## config.mk

```make
export PLATFORM = sky130hd
export DESIGN_NAME = wishbone_management_bridge_flat
export DESIGN_NICKNAME = d
export VERILOG_FILES = /design/src/rtl/management_bus_pkg.sv /design/src/rtl/wishbone_management_bridge_if.sv /design/src/rtl/busy_timeout_counter.sv /design/src/rtl/wishbone_management_bridge.sv /design/src/flat_wrapper.sv
export SDC_FILE = /design/constraint.sdc
export NUM_CORES = 1
export LEC_CHECK = 0
export CAP_MARGIN = 20
export CORE_MARGIN = 5
export CORE_UTILIZATION = 37
export CTS_BUF_LIST = sky130_fd_sc_hd__clkbuf_4 sky130_fd_sc_hd__clkbuf_8
export DETAILED_ROUTE_END_ITERATION = 6
export GPL_ROUTABILITY_DRIVEN = 0
export PLACE_DENSITY = 0.72
export SYNTH_ARGS = -nofsm -noshare
export SYNTH_HDL_FRONTEND = slang
export SYNTH_SLANG_ARGS = --single-unit
export TNS_END_PERCENT = 50
```

## constraint.sdc

```tcl
create_clock -name clk -period 3.7 [get_ports clk]
set_input_delay 0.555 -clock clk [delete_from_list [all_inputs] [get_ports clk]]
set_output_delay 0.555 -clock clk [all_outputs]
set_load 0.1 [all_outputs]
```

## src/rtl/management_bus_pkg.sv

```systemverilog
// -----------------------------------------------------------------------------
// management_bus_pkg
// Shared definitions for the Wishbone-to-core-management bridge:
//   - bridgeState_t : bridge FSM state encoding
//   - MANAGEMENT_ADDRESS_WIDTH : width of the management byte address
//   - ERROR_READ_VALUE / WRITE_RESPONSE_VALUE : data returned on error / write
// -----------------------------------------------------------------------------
package management_bus_pkg;

  typedef enum logic [1:0] {
    IDLE    = 2'd0,
    REQUEST = 2'd1,
    ACK     = 2'd2,
    ERROR   = 2'd3
  } bridgeState_t;

  localparam int unsigned MANAGEMENT_ADDRESS_WIDTH = 20;
  localparam logic [31:0] ERROR_READ_VALUE         = 32'hFFFF_FFFF;
  localparam logic [31:0] WRITE_RESPONSE_VALUE     = 32'h0000_0000;

endpackage

```

## src/rtl/wishbone_management_bridge_if.sv

```systemverilog
// -----------------------------------------------------------------------------
// wishbone_management_bridge_if
// Wishbone classic bus bundle between the SoC interconnect (master) and the
// management bridge (slave).
//   wb_cyc_i/wb_stb_i/wb_we_i/wb_sel_i/wb_adr_i/wb_data_i : master -> slave
//   wb_ack_o/wb_error_o/wb_data_o                         : slave -> master
// -----------------------------------------------------------------------------
interface wishbone_management_bridge_if;
  import management_bus_pkg::*;

  logic                                wb_cyc_i;
  logic                                wb_stb_i;
  logic                                wb_we_i;
  logic [3:0]                          wb_sel_i;
  logic [MANAGEMENT_ADDRESS_WIDTH-1:0] wb_adr_i;
  logic [31:0]                         wb_data_i;
  logic                                wb_ack_o;
  logic                                wb_error_o;
  logic [31:0]                         wb_data_o;

  modport master (
    output wb_cyc_i, wb_stb_i, wb_we_i, wb_sel_i, wb_adr_i, wb_data_i,
    input  wb_ack_o, wb_error_o, wb_data_o
  );

  modport slave (
    input  wb_cyc_i, wb_stb_i, wb_we_i, wb_sel_i, wb_adr_i, wb_data_i,
    output wb_ack_o, wb_error_o, wb_data_o
  );

endinterface

```

## src/rtl/busy_timeout_counter.sv

```systemverilog
// -----------------------------------------------------------------------------
// busy_timeout_counter
// Counts cycles a management request has been stalled by busy and flags when
// the tolerated number of busy cycles is used up.
//   clk, rst  : clock, asynchronous active-high reset
//   clear     : restart the count (new request accepted)
//   increment : one more busy cycle observed
//   expired   : count has reached TIMEOUT_CYCLES-1
// The 8-bit count saturates at 8'hFF instead of wrapping.
// -----------------------------------------------------------------------------
module busy_timeout_counter #(
  parameter int unsigned TIMEOUT_CYCLES = 255
) (
  input  logic clk,
  input  logic rst,
  input  logic clear,
  input  logic increment,
  output logic expired
);

  localparam logic [7:0] EXPIRE_COUNT = 8'(TIMEOUT_CYCLES - 32'd1);

  logic [7:0] busyCount;

  // Busy-cycle count: cleared per request, saturating increment.
  always_ff @(posedge clk or posedge rst) begin
    if (rst) begin
      busyCount <= 8'd0;
    end else if (clear) begin
      busyCount <= 8'd0;
    end else if (increment && (busyCount != 8'hFF)) begin
      busyCount <= busyCount + 8'd1;
    end else begin
      busyCount <= busyCount;
    end
  end

  assign expired = (busyCount == EXPIRE_COUNT);

endmodule

```

## src/rtl/wishbone_management_bridge.sv

```systemverilog
// -----------------------------------------------------------------------------
// wishbone_management_bridge
// Wishbone classic slave that registers each bus cycle into a single request
// on the core management interface, holds it while management is busy, and
// terminates the cycle with wb_ack_o (data returned) or, after TIMEOUT_CYCLES
// busy cycles, with wb_error_o (data 32'hFFFF_FFFF).
//   clk, rst                   : clock, asynchronous active-high reset
//   wb                         : Wishbone slave bundle
//   wb_management_writeEnable  : write request (REQUEST state only)
//   wb_management_readEnable   : read request (REQUEST state only)
//   wb_management_byteSelect   : latched byte lanes
//   wb_management_address      : latched byte address
//   wb_management_writeData    : latched write data
//   wb_management_readData     : read data from management
//   wb_management_busy         : management stalled (serving JTAG)
// All outputs are registered.
// -----------------------------------------------------------------------------
module wishbone_management_bridge
  import management_bus_pkg::*;
#(
  parameter int unsigned TIMEOUT_CYCLES = 255
) (
  input  logic                                clk,
  input  logic                                rst,
  wishbone_management_bridge_if.slave         wb,
  output logic                                wb_management_writeEnable,
  output logic                                wb_management_readEnable,
  output logic [3:0]                          wb_management_byteSelect,
  output logic [MANAGEMENT_ADDRESS_WIDTH-1:0] wb_management_address,
  output logic [31:0]                         wb_management_writeData,
  input  logic [31:0]                         wb_management_readData,
  input  logic                                wb_management_busy
);

  bridgeState_t state;
  bridgeState_t nextState;
  logic         latchedWe;
  logic         acceptRequest;
  logic         counterIncrement;
  logic         timeoutExpired;
  logic         nextAck;
  logic         nextError;
  logic [31:0]  nextData;
  logic         nextWe;

  busy_timeout_counter #(
    .TIMEOUT_CYCLES(TIMEOUT_CYCLES)
  ) u_busyTimeoutCounter (
    .clk      (clk),
    .rst      (rst),
    .clear    (acceptRequest),
    .increment(counterIncrement),
    .expired  (timeoutExpired)
  );

  // Next-state and response decode; abort outranks completion and timeout.
  always_comb begin
    nextState        = state;
    acceptRequest    = 1'b0;
    counterIncrement = 1'b0;
    nextAck          = 1'b0;
    nextError        = 1'b0;
    nextData         = wb.wb_data_o;
    case (state)
      IDLE: begin
        if (wb.wb_cyc_i && wb.wb_stb_i) begin
          nextState     = REQUEST;
          acceptRequest = 1'b1;
        end else begin
          nextState = IDLE;
        end
      end
      REQUEST: begin
        if (!wb.wb_cyc_i) begin
          nextState = IDLE;
        end else if (!wb_management_busy) begin
          nextState = ACK;
          nextAck   = 1'b1;
          nextData  = latchedWe ? WRITE_RESPONSE_VALUE : wb_management_readData;
        end else if (timeoutExpired) begin
          nextState = ERROR;
          nextError = 1'b1;
          nextData  = ERROR_READ_VALUE;
        end else begin
          nextState        = REQUEST;
          counterIncrement = 1'b1;
        end
      end
      ACK:     nextState = IDLE;
      ERROR:   nextState = IDLE;
      default: nextState = IDLE;
    endcase
  end

  // Direction of the request being driven next cycle (fresh or held).
  assign nextWe = acceptRequest ? wb.wb_we_i : latchedWe;

  // FSM state and registered bus responses.
  always_ff @(posedge clk or posedge rst) begin
    if (rst) begin
      state         <= IDLE;
      wb.wb_ack_o   <= 1'b0;
      wb.wb_error_o <= 1'b0;
      wb.wb_data_o  <= 32'h0000_0000;
    end else begin
      state         <= nextState;
      wb.wb_ack_o   <= nextAck;
      wb.wb_error_o <= nextError;
      wb.wb_data_o  <= nextData;
    end
  end

  // Enables are high only while in REQUEST, so they follow nextState.
  always_ff @(posedge clk or posedge rst) begin
    if (rst) begin
      wb_management_writeEnable <= 1'b0;
      wb_management_readEnable  <= 1'b0;
    end else begin
      wb_management_writeEnable <= (nextState == REQUEST) && nextWe;
      wb_management_readEnable  <= (nextState == REQUEST) && !nextWe;
    end
  end

  // Request fields captured once on acceptance and held for the transfer.
  always_ff @(posedge clk or posedge rst) begin
    if (rst) begin
      latchedWe                <= 1'b0;
      wb_management_byteSelect <= 4'h0;
      wb_management_address    <= '0;
      wb_management_writeData  <= 32'h0000_0000;
    end else if (acceptRequest) begin
      latchedWe                <= wb.wb_we_i;
      wb_management_byteSelect <= wb.wb_sel_i;
      wb_management_address    <= wb.wb_adr_i;
      wb_management_writeData  <= wb.wb_data_i;
    end else begin
      latchedWe                <= latchedWe;
      wb_management_byteSelect <= wb_management_byteSelect;
      wb_management_address    <= wb_management_address;
      wb_management_writeData  <= wb_management_writeData;
    end
  end

endmodule

```

## src/flat_wrapper.sv

```systemverilog
// flat-port wrapper written by rule: the top's interface ports become plain ports
module wishbone_management_bridge_flat import management_bus_pkg::*;
#(
  parameter int unsigned TIMEOUT_CYCLES = 255
)
  (clk, rst, wb_management_writeEnable, wb_management_readEnable, wb_management_byteSelect, wb_management_address, wb_management_writeData, wb_management_readData, wb_management_busy, wb_wb_cyc_i, wb_wb_stb_i, wb_wb_we_i, wb_wb_sel_i, wb_wb_adr_i, wb_wb_data_i, wb_wb_ack_o, wb_wb_error_o, wb_wb_data_o);
  wishbone_management_bridge_if wb_i ();
  input  logic clk;
  input  logic rst;
  output logic wb_management_writeEnable;
  output logic wb_management_readEnable;
  output logic [3:0] wb_management_byteSelect;
  output logic [MANAGEMENT_ADDRESS_WIDTH-1:0] wb_management_address;
  output logic [31:0] wb_management_writeData;
  input  logic [31:0] wb_management_readData;
  input  logic wb_management_busy;
  input wire logic [$bits(wb_i.wb_cyc_i)-1:0] wb_wb_cyc_i;
  input wire logic [$bits(wb_i.wb_stb_i)-1:0] wb_wb_stb_i;
  input wire logic [$bits(wb_i.wb_we_i)-1:0] wb_wb_we_i;
  input wire logic [$bits(wb_i.wb_sel_i)-1:0] wb_wb_sel_i;
  input wire logic [$bits(wb_i.wb_adr_i)-1:0] wb_wb_adr_i;
  input wire logic [$bits(wb_i.wb_data_i)-1:0] wb_wb_data_i;
  output wire logic [$bits(wb_i.wb_ack_o)-1:0] wb_wb_ack_o;
  output wire logic [$bits(wb_i.wb_error_o)-1:0] wb_wb_error_o;
  output wire logic [$bits(wb_i.wb_data_o)-1:0] wb_wb_data_o;
  assign wb_i.wb_cyc_i = wb_wb_cyc_i;
  assign wb_i.wb_stb_i = wb_wb_stb_i;
  assign wb_i.wb_we_i = wb_wb_we_i;
  assign wb_i.wb_sel_i = wb_wb_sel_i;
  assign wb_i.wb_adr_i = wb_wb_adr_i;
  assign wb_i.wb_data_i = wb_wb_data_i;
  assign wb_wb_ack_o = wb_i.wb_ack_o;
  assign wb_wb_error_o = wb_i.wb_error_o;
  assign wb_wb_data_o = wb_i.wb_data_o;
  wishbone_management_bridge #(.TIMEOUT_CYCLES(TIMEOUT_CYCLES)) u_core (.clk(clk), .rst(rst), .wb(wb_i), .wb_management_writeEnable(wb_management_writeEnable), .wb_management_readEnable(wb_management_readEnable), .wb_management_byteSelect(wb_management_byteSelect), .wb_management_address(wb_management_address), .wb_management_writeData(wb_management_writeData), .wb_management_readData(wb_management_readData), .wb_management_busy(wb_management_busy));
endmodule
```

==> results of run 1 <==
[metal layers]
layer  wire (microns)  track usage (%)  vias up
met4              161             5.02        0
li1                 -                -     1676
met2             5380             26.6      139
met3              963             6.63       13
met5                0                0        -
met1             5000             21.6     1667
[final cells by class]
cell class	instances	area, sq um	area share (%)
sequential	103	2580	39.7
timing repair buffer	190	1890	29.1
multi-input combinational	279	1650	25.4
tap	143	179	2.75
clock buffer	12	165	2.54
clock inverter	3	17.5	0.270
inverter	3	13.8	0.212
[path summary, 6_finish.rpt]
kind                                                                      start                                             end  slack [ns]  cells after the start
max                                          u_core.wb.wb_data_o[1]$_DFFE_PP0P_                                 wb_wb_data_o[1]        1.23                      1
min                                u_core.wb_management_address[10]$_DFFE_PP0N_    u_core.wb_management_address[10]$_DFFE_PP0N_        0.48                      2
max reg2reg                u_core.u_busyTimeoutCounter.busyCount[0]$_DFFE_PP0P_             u_core.wb.wb_data_o[30]$_DFFE_PP0P_        1.49                      7
min reg2reg                        u_core.wb_management_address[10]$_DFFE_PP0N_    u_core.wb_management_address[10]$_DFFE_PP0N_        0.48                      2
max in group asynchronous                                                   rst  u_core.wb_management_writeData[29]$_DFFE_PP0N_        2.18                      3
min in group asynchronous                                                   rst   u_core.wb_management_writeData[0]$_DFFE_PP0N_        0.71                      2
[power by group through the flow]
stage | clock, uW | combinational, uW | sequential (uW)
floorplan | 0 | 378 | 3220
global placement | 0 | 2720 | 1550
detailed placement | 0 | 2740 | 1560
CTS | 679 | 2750 | 1540
global route | 723 | 2820 | 1570
finish | 654 | 2730 | 1540
[cell families (layout without fill, tap and decap cells)]
family                     after synthesis  count (layout)  synth area share [%]
and+or+nand+nor                        228             228                  22.9
DFF                                    103             103                  59.7
AOI/OAI and AO/OA                       45              45                  13.0
buffers and inverters                   26             208                  2.87
xor gates and xnor gates                 3               3                 0.609
adders and majority gates                2               2                 0.580
muxes                                    1               1                 0.232
[Yosys cell counts, drive strengths merged (2+ instances only)]
cell type  number  share of area [%]
a2bb2oi        32                 11
ha              2               0.58
o21ai           2               0.23
nand3           3               0.46
inv             3               0.26
nand2b         32                4.6
nor2            7               0.61
clkbuf         17                1.5
nand2         176                 15
a21oi           3               0.61
xnor2           2               0.41
o211ai          2               0.35
or3             2               0.41
dfrtp         103                 60
buf             6                1.1
[stage by stage]
stage	utilization [%]	instance area (sq um)	power [uW]	hold WS [ns]
finish	56.9	6490	4920	0.478
detailed placement	55.3	6310	4310	0.462
floorplan	-	4320	3600	0.468
global route	56.9	6490	5120	0.512
global placement	55.3	6310	4280	0.457
CTS	56.9	6490	4970	0.484
[flip-flops by register name, indices dropped and copies added (netlist names)]
name	cells
u_core.wb_management_readEnable	1
u_core.u_busyTimeoutCounter.busyCount	8
u_core.latchedWe	1
u_core.wb.wb_ack_o	1
u_core.wb_management_writeData	32
u_core.state	2
u_core.wb.wb_error_o	1
u_core.wb_management_byteSelect	4
u_core.wb_management_address	20
u_core.wb.wb_data_o	32
u_core.wb_management_writeEnable	1
==> results by group, run 1 <==
Outcome
  – Status: complete, no violations

Place
  – Hpwl dp: 8360 microns
  – Setup WS pre-CTS: 1.14 ns
  – Placed insts: 718
  – PortBufs: 185

Timing
  – Fin crit period: 2.47 ns
  – Final period utilization: 66.7%
  – Slew Limit Fails: 0
  – Final Hold Vio Count: 0
  – Final setup vio count: 0
  – RSZ-0062 raised after global routing: false
  – Worst Max-Slew Pin Slew: 1.03 ns
  – Worst setup margin: 1.23 ns
  – Fin Setup TNS: 0 ns
  – Clock Skews: 0.00874 ns
  – Slew headroom: 31.4%
  – FMAX: 0.406 GHz

Floorplanning
  – Core area: 11400 sq um
  – Initial Util: 37.8%
  – Die area: 13900 sq um
  – Die height: 118 microns
  – Die width: 118 microns
  – # IOs: 186
  – FP Rows: 39

Synthesis
  – Synthesized area: 4320 sq um
  – Post-synthesis register bit count: 103
  – Unique masters post-synth: 36
  – Syn_nets: 504
  – EDFF count, synth: 0
  – Mapped Cells: 408
  – Post-synth ARST share: 100%
  – Synth warn: 0
  – Register area share after synthesis: 59.7%
  – Syn avg cell area: 10.6 sq um
  – Synth Flop Type: dfrtp_1

Detailed routing
  – Final WL: 11500 microns
  – Via count: 3495
  – Post-DRT Antenna Nets: 0
  – DRC errors left: 0
  – DR pass1 iterations: 4
  – Avg WL per Cell: 15.7 microns
  – Vias per Instance: 4.77
  – 1st-iter DRT viols: 217

Global routing
  – Vias in the first global route: 3812
  – Total grt overflow: 0
  – Global-route wire length before repair: 19400 microns
  – Largest net degree at the start of global routing: 70
  – Global Route Usage Sum: 16.9%
  – Antenna violations before repair: 0

Power
  – Maximum vdd ir drop: 0.535 mV
  – Comb power frac: 55.4%
  – Clk network pwr share: 13.3%
  – Leakage power: 0.00293 uW
  – PwrDens: 758 nW/um^2
  – Sequential share of power: 31.3%
  – Net Switching: 2580 uW
  – Switching share of power: 52.3%
  – Cell internal pwr: 2350 uW

Clock network
  – Root Driver: clkbuf_8
  – CTS sink cnt: 103
  – Latest clock arrival within the worst-skew pair: 0.36 ns
  – Post-CTS sizing: 0
  – Post CTS Setup Buffer Count: 0
  – Max clock buf depth: 2
  – Hold-fix buffers, CTS: 0
  – Num CTS Buffers: 9
  – H-Tree Depth: 3
  – Clock Pin Slew Worst Setup and Hold Paths: 0.09 ns
  – CTS tree: yes

Hold path
  – HP Class: flip-flop to flip-flop

Critical path
  – Setup CP Type: flip-flop to primary output
  – Slowest CP cell: clkdlybuf4s50_1
  – Crit path max-delay family: buffers and inverters
  – Crit-path cells: clkdlybuf4s50_1
  – Data required, critical path: 3.14 ns
  – Max FO, Critical Path: 2
  – Crit-path max cell delay: 1.15 ns
  – CP Buf/Inv Count: 1
  – Crit path launch type: flip-flop
  – Crit end category: primary output
  – Crit path arrival time: 1.91 ns

Final layout
  – # nets final: 682
  – Most frequent cells in the layout: clkdlybuf4s50_1 (185), nand2_1 (176), dfrtp_1 (103), nand2b_1 (32), a2bb2oi_2 (29)
  – FILL cells: 1008
  – Final cell count without fillers: 733
  – Share of layout cells above drive strength 1: 9.49%
  – Ant diodes: 0
  – Area grow syn2layout: 50.5%
  – Commonest non-fill, non-tap cell in the layout: clkdlybuf4s50_1

Run
  – Max cap viols: 0
Note: power is estimated with default switching activity, not from simulation.
==> run 2: changes to the inputs <==
==> constraint.sdc (replaced) <==
create_clock -name clk -period 2.5 [get_ports clk]
set_input_delay 0.375 -clock clk [delete_from_list [all_inputs] [get_ports clk]]
set_output_delay 0.375 -clock clk [all_outputs]
set_load 0.1 [all_outputs]
==> results by group, run 2 (synthesized netlist as in run 1, its figures left out) <==
Clock network
  – Latest clock arrival within the worst-skew pair: 0.35 ns (about the same)
  – Post CTS Setup Buffer Count: 0 (unchanged)
  – Clock Pin Slew Worst Setup and Hold Paths: 0.09 ns (about the same)
  – Max clock buf depth: 2 (unchanged)
  – Num CTS Buffers: 9 (unchanged)
  – CTS sink cnt: 103 (unchanged)
  – Post-CTS sizing: 0 (unchanged)
  – Root Driver: clkbuf_8
  – H-Tree Depth: 3 (unchanged)
  – CTS tree: yes
  – Hold-fix buffers, CTS: 0 (unchanged)

Floorplanning
  – FP Rows: 39 (unchanged)
  – # IOs: 186 (unchanged)
  – Die height: 118 microns (unchanged)
  – Core area: 11400 sq um (unchanged)
  – Die area: 13900 sq um (unchanged)
  – Die width: 118 microns (unchanged)
  – Initial Util: 37.8% (unchanged)

Hold path
  – HP Class: primary input to async pin

Outcome
  – Status: complete, no violations

Critical path
  – Crit path launch type: flip-flop
  – Data required, critical path: 2.77 ns (-0.37 ns)
  – Crit path arrival time: 2.13 ns (+0.22 ns)
  – Crit end category: flip-flop
  – Setup CP Type: flip-flop to flip-flop
  – Max FO, Critical Path: 32 (+30)

Global routing
  – Global-route wire length before repair: 18700 microns (-4.0%)
  – Met1 GRT Util: 20.7% (-0.94 points)
  – GRT Max-Usage Layer: met2
  – Global Route Usage Sum: 16.1% (-0.78 points)
  – Antenna violations before repair: 0 (unchanged)
  – Met3 usage: 5.48% (-1.2 points)
  – Total grt overflow: 0 (unchanged)
  – Largest net degree at the start of global routing: 66 (-5.7%)
  – Vias in the first global route: 3725 (-2.3%)
  – Global-route met2 utilization: 26.1% (-0.57 points)

Final layout
  – # nets final: 685 (+0.44%)
  – Area grow syn2layout: 47.8%
  – Commonest non-fill, non-tap cell in the layout: nand2_1
  – Ant diodes: 0 (unchanged)
  – Share of layout cells above drive strength 1: 25.5% (+16 points)
  – Largest regs: u_core.wb.wb_data_o: 32 flops, u_core.wb_management_writeData: 32 flops, u_core.wb_management_address: 20 flops
  – Util after Layout: 55.8% (-1.0 points)
  – Final cell count without fillers: 736 (+0.41%)
  – Most frequent cells in the layout: nand2_1 (176), dfrtp_1 (103), buf_4 (97), clkdlybuf4s50_1 (93), nand2b_1 (32)

Power
  – Maximum vdd ir drop: 0.839 mV (+57%)
  – Leakage power: 0.00308 uW (+5.1%)
  – PwrDens: 1160 nW/um^2 (+53%)

Detailed routing
  – 1st-iter DRT viols: 214 (-1.4%)
  – Vias per Instance: 4.75 (-0.35%)
  – DR pass1 iterations: 4 (unchanged)
  – Post-DRT Antenna Nets: 0 (unchanged)
  – Via count: 3497 (+0.057%)
  – Final WL: 11200 microns (-2.9%)
  – DRC errors left: 0 (unchanged)
  – Avg WL per Cell: 15.2 microns (-3.2%)

Run
  – Max cap viols: 0 (unchanged)

Place
  – PortBufs: 185 (unchanged)
  – Hpwl dp: 8210 microns (-1.9%)
  – Placed insts: 721 (+0.42%)
  – Setup WS pre-CTS: 0.302 ns (-0.842 ns)

Timing
  – Slew headroom: 41.1% (+9.7 points)
  – Worst Max-Slew Pin Slew: 0.883 ns (-0.143 ns)
  – Fin crit period: 1.86 ns
  – Clock Skews: 0.00644 ns (-0.00230 ns)
  – FMAX: 0.537 GHz
  – Final setup vio count: 0 (unchanged)
  – Fin Setup TNS: 0 ns (unchanged)
  – Slew Limit Fails: 0 (unchanged)
  – Final Hold Vio Count: 0 (unchanged)
  – Final period utilization: 74.5%
  – Worst setup margin: 0.637 ns (-0.597 ns)
  – RSZ-0062 raised after global routing: false
## run 2: final cells by class
type | instances | area [sq um]
clock buffer | 9 | 124
clock inverter | 6 | 109
fill | 971 | 5040
inverter | 3 | 15.0
multi-input combinational | 279 | 1650
sequential | 103 | 2580
tap | 143 | 179
timing repair buffer | 193 | 1720
## run 2: stage by stage
stage	hold slack (ns)	total power (uW)	cell area, sq um
finish	0.454	7400	6380
global route	0.487	7710	6380
CTS	0.471	7480	6380
detailed placement	0.463	6260	6140
global placement	0.460	6220	6140
floorplan	0.468	5330	4320
## run 2: worst paths after layout
path	from	end	slack, ns	cells after the start
min in group clk	u_core.wb_management_address[7]$_DFFE_PP0N_	u_core.wb_management_address[7]$_DFFE_PP0N_	0.48	2
worst max-delay path	u_core.u_busyTimeoutCounter.busyCount[0]$_DFFE_PP0P_	u_core.wb.wb_data_o[30]$_DFFE_PP0P_	0.64	7
worst min register to register	u_core.wb_management_address[7]$_DFFE_PP0N_	u_core.wb_management_address[7]$_DFFE_PP0N_	0.48	2
worst max register to register	u_core.u_busyTimeoutCounter.busyCount[0]$_DFFE_PP0P_	u_core.wb.wb_data_o[30]$_DFFE_PP0P_	0.64	7
worst min-delay path	rst	u_core.wb.wb_data_o[2]$_DFFE_PP0P_	0.45	3
max in group asynchronous	rst	u_core.wb_management_writeData[14]$_DFFE_PP0N_	1.63	3
## run 2: critical path: stages, from the launching register on
cell       delay [ns]
dfrtp_1          0.43
inv_1            0.07
ha_1             0.16
inv_1            0.05
or3_4            0.41
a21oi_4          0.19
buf_12           0.24
a2bb2oi_1        0.21
## run 2: layer usage
layer / vias to the layer above / wire length [microns]
met5: - / 0
met4: 0 / 138
met3: 9 / 879
met2: 155 / 5320
met1: 1647 / 4840
li1: 1686 / -
## run 2: power breakdown
part           switching (uW)  total [uW]  leakage (uW)  internal [uW]
logic                    3010        3920       0.00169            909
clock network             541        1200      0.000119            660
registers                 266        2280       0.00127           2020
total                    3820        7400       0.00308           3580
